===== config.mk =====
export PLATFORM = sky130hd
export DESIGN_NAME = updown_monitor
export DESIGN_NICKNAME = d
export VERILOG_FILES = /design/src/rtl/updown_monitor.sv
export SDC_FILE = /design/constraint.sdc
export NUM_CORES = 1
export LEC_CHECK = 0
export ABC_AREA = 1
export BUFFER_PORTS_ARGS = -buffer_cell sky130_fd_sc_hd__buf_2
export CORE_UTILIZATION = 60
export CTS_CLUSTER_DIAMETER = 30
export DETAILED_ROUTE_END_ITERATION = 8
export PLACE_DENSITY = 0.81
export SLEW_MARGIN = 20
export SYNTH_ARGS = -nofsm -noshare
export SYNTH_HDL_FRONTEND = slang
export SYNTH_SLANG_ARGS = --single-unit

===== constraint.sdc =====
create_clock -name CLK -period 4.6 [get_ports CLK]
set_input_delay 0.46 -clock CLK [delete_from_list [all_inputs] [get_ports CLK]]
set_output_delay 0.46 -clock CLK [all_outputs]
set_load 0.005 [all_outputs]

===== src/rtl/updown_monitor.sv =====
// Qualifies the active-low decimal up/down count bus, classifies each step, keeps a tens digit and
// scans both digits onto a multiplexed active-low 7-segment display. Optional ERR flag: UPDOWN_MON_ERR_EN.
module updown_monitor #(
    parameter int SYNC_STAGES   = 2,
    parameter int SCAN_DIV_BITS = 16
) (
    input  logic       CLK,
    input  logic       RESET,
    input  logic [3:0] COUNT_N,
    output logic [6:0] SEG_N,
    output logic [1:0] DIG_N,
    output logic       DIR,
    output logic       STEP,
    output logic [3:0] TENS,
    output logic       ERR
);
    typedef enum logic {INIT, TRACK} state_t;

    logic [SYNC_STAGES-1:0][3:0] sync_q;
    logic [SYNC_STAGES:0]        prime_q;
    logic [3:0]                  cur;
    logic [3:0]                  curPrev_q;
    logic [3:0]                  cand_q;
    logic                        candValid_q;
    state_t                      state_q;
    logic [3:0]                  last_q;
    logic [3:0]                  tens_q;
    logic                        dir_q;
    logic                        step_q;
    logic [6:0]                  segN_q;
    logic [1:0]                  digN_q;
    logic [SCAN_DIV_BITS-1:0]    scan_q;
    logic                        candLegal;
    logic                        isUp;
    logic                        isDown;
    logic [3:0]                  lastPlus;
    logic [3:0]                  lastMinus;
    logic [3:0]                  tensInc;
    logic [3:0]                  tensDec;
    logic [3:0]                  shown;

    function automatic logic [6:0] segCode(input logic [3:0] d);
        case (d)
            4'd0:    segCode = 7'h3F;
            4'd1:    segCode = 7'h06;
            4'd2:    segCode = 7'h5B;
            4'd3:    segCode = 7'h4F;
            4'd4:    segCode = 7'h66;
            4'd5:    segCode = 7'h6D;
            4'd6:    segCode = 7'h7D;
            4'd7:    segCode = 7'h07;
            4'd8:    segCode = 7'h7F;
            4'd9:    segCode = 7'h6F;
            default: segCode = 7'h00;
        endcase
    endfunction

    assign cur = ~sync_q[SYNC_STAGES-1];

    // prime_q holds off qualification until the chain and compare flop contain real bus samples
    always_ff @(posedge CLK or negedge RESET) begin
        if (!RESET) begin
            sync_q      <= '0;
            prime_q     <= '0;
            curPrev_q   <= '0;
            cand_q      <= '0;
            candValid_q <= 1'b0;
        end else begin
            sync_q      <= {sync_q[SYNC_STAGES-2:0], COUNT_N};
            prime_q     <= {prime_q[SYNC_STAGES-1:0], 1'b1};
            curPrev_q   <= cur;
            candValid_q <= prime_q[SYNC_STAGES] && (cur == curPrev_q);
            if (prime_q[SYNC_STAGES] && (cur == curPrev_q)) begin
                cand_q <= cur;
            end
        end
    end

    always_comb begin
        candLegal = (cand_q <= 4'd9);
        lastPlus  = (last_q == 4'd9) ? 4'd0 : last_q + 4'd1;
        lastMinus = (last_q == 4'd0) ? 4'd9 : last_q - 4'd1;
        tensInc   = (tens_q == 4'd9) ? 4'd0 : tens_q + 4'd1;
        tensDec   = (tens_q == 4'd0) ? 4'd9 : tens_q - 4'd1;
        isUp      = (cand_q == lastPlus);
        isDown    = (cand_q == lastMinus);
        shown     = scan_q[SCAN_DIV_BITS-1] ? tens_q : last_q;
    end

    always_ff @(posedge CLK or negedge RESET) begin
        if (!RESET) begin
            scan_q <= '0;
        end else begin
            scan_q <= scan_q + 1'b1;
        end
    end

    always_ff @(posedge CLK or negedge RESET) begin
        if (!RESET) begin
            state_q <= INIT;
            last_q  <= 4'd0;
            tens_q  <= 4'd0;
            dir_q   <= 1'b0;
            step_q  <= 1'b0;
            segN_q  <= 7'h7F;
            digN_q  <= 2'b11;
        end else begin
            step_q <= 1'b0;
            if (candValid_q && candLegal) begin
                case (state_q)
                    INIT: begin
                        last_q  <= cand_q;
                        state_q <= TRACK;
                    end
                    TRACK: begin
                        // Illegal jumps still resynchronise last so the next step is judged from here
                        if (cand_q != last_q) begin
                            last_q <= cand_q;
                            if (isUp) begin
                                dir_q  <= 1'b1;
                                step_q <= 1'b1;
                                if (last_q == 4'd9) begin
                                    tens_q <= tensInc;
                                end
                            end else if (isDown) begin
                                dir_q  <= 1'b0;
                                step_q <= 1'b1;
                                if (last_q == 4'd0) begin
                                    tens_q <= tensDec;
                                end
                            end
                        end
                    end
                    default: state_q <= INIT;
                endcase
            end
            if (state_q == INIT) begin
                segN_q <= 7'h7F;
                digN_q <= 2'b11;
            end else begin
                segN_q <= ~segCode(shown);
                digN_q <= scan_q[SCAN_DIV_BITS-1] ? 2'b01 : 2'b10;
            end
        end
    end

`ifdef UPDOWN_MON_ERR_EN
    logic err_q;
    logic errEvent;

    always_comb begin
        errEvent = 1'b0;
        if (candValid_q) begin
            if (!candLegal) begin
                errEvent = 1'b1;
            end else if ((state_q == TRACK) && (cand_q != last_q) && !isUp && !isDown) begin
                errEvent = 1'b1;
            end
        end
    end

    always_ff @(posedge CLK or negedge RESET) begin
        if (!RESET) begin
            err_q <= 1'b0;
        end else begin
            err_q <= err_q | errEvent;
        end
    end

    assign ERR = err_q;
`else
    assign ERR = 1'b0;
`endif

    assign SEG_N = segN_q;
    assign DIG_N = digN_q;
    assign DIR   = dir_q;
    assign STEP  = step_q;
    assign TENS  = tens_q;
endmodule


==> impl_metrics.yaml <==
cells_and_area:
  n_fill_cell: 342
  stdcell_area_um2: 3020
  utilization_pct: 68.5
  regArea_um2: 1410
  final_common_cell: "nand2_1"
  drive_gt1_share_pct: 20.6
  multiInputGateArea_um2: 1200
  area_growth_pct: 8.88
  final_cell_mix: "nand2_1, dfrtp_1, inv_1"
  n_antenna_cell: 0
  final_cell_count_no_fill: 387
  nNetsFinal: 346
drt:
  drc: 0
  drt_iter0_drc: 85
  wirelength_um: 4740
  detail_route.wl_per_cell_um: 12.2
  viasPerCell: 5.19
  antenna_left: 0
  num_vias: 2009
  dr.pass1.iters: 4
placement:
  port_buffers: 20
  place.gp.congestion: 0.858
  place_inst: 379
  hpwlAfterDp_um: 3500
  placed_cell_area_um2: 2930
  pre_cts_slack_ns: 2.69
clocking:
  ctsHoldBuffers: 0
  post-cts-setup-buffers: 0
  clk_latency_ns: 0.31
  root_buffer: "clkbuf_8"
  cts.repair.resized: 0
  clock_path_buffers: 2
  htree_num_levels: 2
  cts_num_sinks: 56
  cts-buffers-inserted: 5
  clk_pin_slew_ns: 0.10
  cts_tree: "built"
synthesis:
  ys_types: 34
  ys.flop_type: "dfrtp_1"
  avgSynthCellArea_um2: 8.98
  syn-num-nets: 321
  netlist_instances: 309
  netlist_area_um2: 2780
  synth_seq_area_share_pct: 50.9
  synth_warnings: 0
  async_flop_share_pct: 100
  synth_edf_count: 0
  synth-seq-cells: 56
grt:
  grt_usage_pct: 22.2
  grt_pass1_wl_um: 8520
  antenna_found_initial: 0
  grt_pass1_vias: 1995
  grt-ovfl-total: 0
  grt_start_max_net_pins: 57
pwr:
  powerDensity_nw_per_um2: 538
  worst_ir_drop_vdd_uv: 311
  leakagePower_nw: 1.56
  finalPower_mw: 1.62
timing:
  setup-violations-final: 0
  slew_headroom_pct: 52.0
  post-route-period-util_pct: 43.2
  maxSlewViolCount: 0
  finalSetupTns_ns: 0
  finalHoldViolCount: 0
  setup_ws_ns: 2.61
  fin_crit_ns: 1.99
  worst_pin_slew_ns: 0.712
  skew_ns: 0.00903
  max_freq_ghz: 0.503
  rsz0062_at_grt: "no"
  whs_ns: 0.243
hold_path:
  holdCritPathClass: "input port to async pin"
worst_setup_path:
  rrSetupSlack_ns: 2.61
  critPathRequiredTime_ns: 4.85
  reg2reg_depth: 6
  crit_fanout: 9
  crit_type: "flop to flop"
  reg2reg_from: "last_q[1]"
  start_kind: "flop"
  end_kind: "flop"
  crit_arrival_ns: 2.24
  rr_endpoint: "SEG_N[6]"
floorplanning:
  io_pins: 22
  num_rows: 24
  die_w_um: 70.0
  dieArea_um2: 4900
  start_util_pct: 62.9
  die_y_um: 70.0
  coreArea_um2: 4410
status:
  outcome: "completed"
job:
  maxCapViolCount: 0
-- cell type report --
class,instances,area share (%)
Clock buffer,5,2.28
Clock inverter,3,0.745
Inverter,38,4.72
Multi-Input combinational cell,212,39.8
Sequential cell,56,46.7
Tap cell,52,2.15
Timing Repair Buffer,21,3.56
-- layer usage --
layer,vias to the layer above,GRT usage [%],part of all wire [%]
met3,11,4.62,3.4
met1,932,26.6,43
li1,1018,-,-
met2,48,38.8,52
met4,0,8.89,2.2
met5,-,0,0
-- critical path: stages, from the launching register on --
cell and delay [ns]:
dfrtp_1 0.50, o21ai_0 0.63, inv_1 0.14, ha_1 0.21, or2_2 0.30, o211ai_1 0.08
nand2_1 0.06
-- where the power goes --
group / leakage [nW] / total [mW] / switching, mW / internal, mW
combinational: 0.828 / 0.670 / 0.435 / 0.235
clock: 0.0485 / 0.275 / 0.165 / 0.109
sequential: 0.688 / 0.680 / 0.0881 / 0.592
total: 1.56 / 1.62 / 0.688 / 0.936
-- cells by family (layout without fill, tap and decap cells) --
kind of cell / count (synthesis) / in the layout / synth area share [%]
and+or+nand+nor: 160 / 160 / 29.7
DFF: 56 / 56 / 50.9
buffers and inverters: 41 / 67 / 5.77
AOI/OAI and AO/OA: 27 / 27 / 5.28
xor gates and xnor gates: 17 / 17 / 5.37
other: 2 / 2 / 0.271
adders and majority gates: 6 / 6 / 2.71
-- cell usage after synthesis, types with 3 or more instances --
cell     instances  area [um2]
dfstp_2          9         236
a21oi_1          3        15.0
o21ai_0         19        95.1
dfrtp_1         47        1180
inv_2            5        18.8
nand4_1          4        25.0
xor2_1          14         123
ha_1             6        75.1
inv_1           33         124
nor3_1           3        15.0
nand2_1         86         323
nand3_2          4        40.0
xnor2_1          3        26.3
nand3_1         21         105
nor2_1          19        71.3
nand2_4          5        56.3
nand2_2          6        37.5
-- state kept, by name (all words and copies together) (netlist names) --
name / flops
DIG_N: 2
last_q: 4
STEP: 1
DIR: 1
candValid_q: 1
state_q: 1
curPrev_q: 4
TENS: 4
SEG_N: 7
sync_q: 8
scan_q: 16
prime_q: 3
cand_q: 4
-- how the worst max path moves through the flow --
stage / startpoint / to / slack, ns
after CTS: last_q[1] / SEG_N[6] / 2.63
after global routing: scan_q[15] / SEG_N[6] / 2.42
after floorplan: last_q[1] / SEG_N[6] / 2.86
after global placement: last_q[1] / SEG_N[6] / 2.75
after detailed placement: last_q[1] / SEG_N[6] / 2.69
final: last_q[1] / SEG_N[6] / 2.61
No activity file was read; power rests on OpenSTA's default activity.
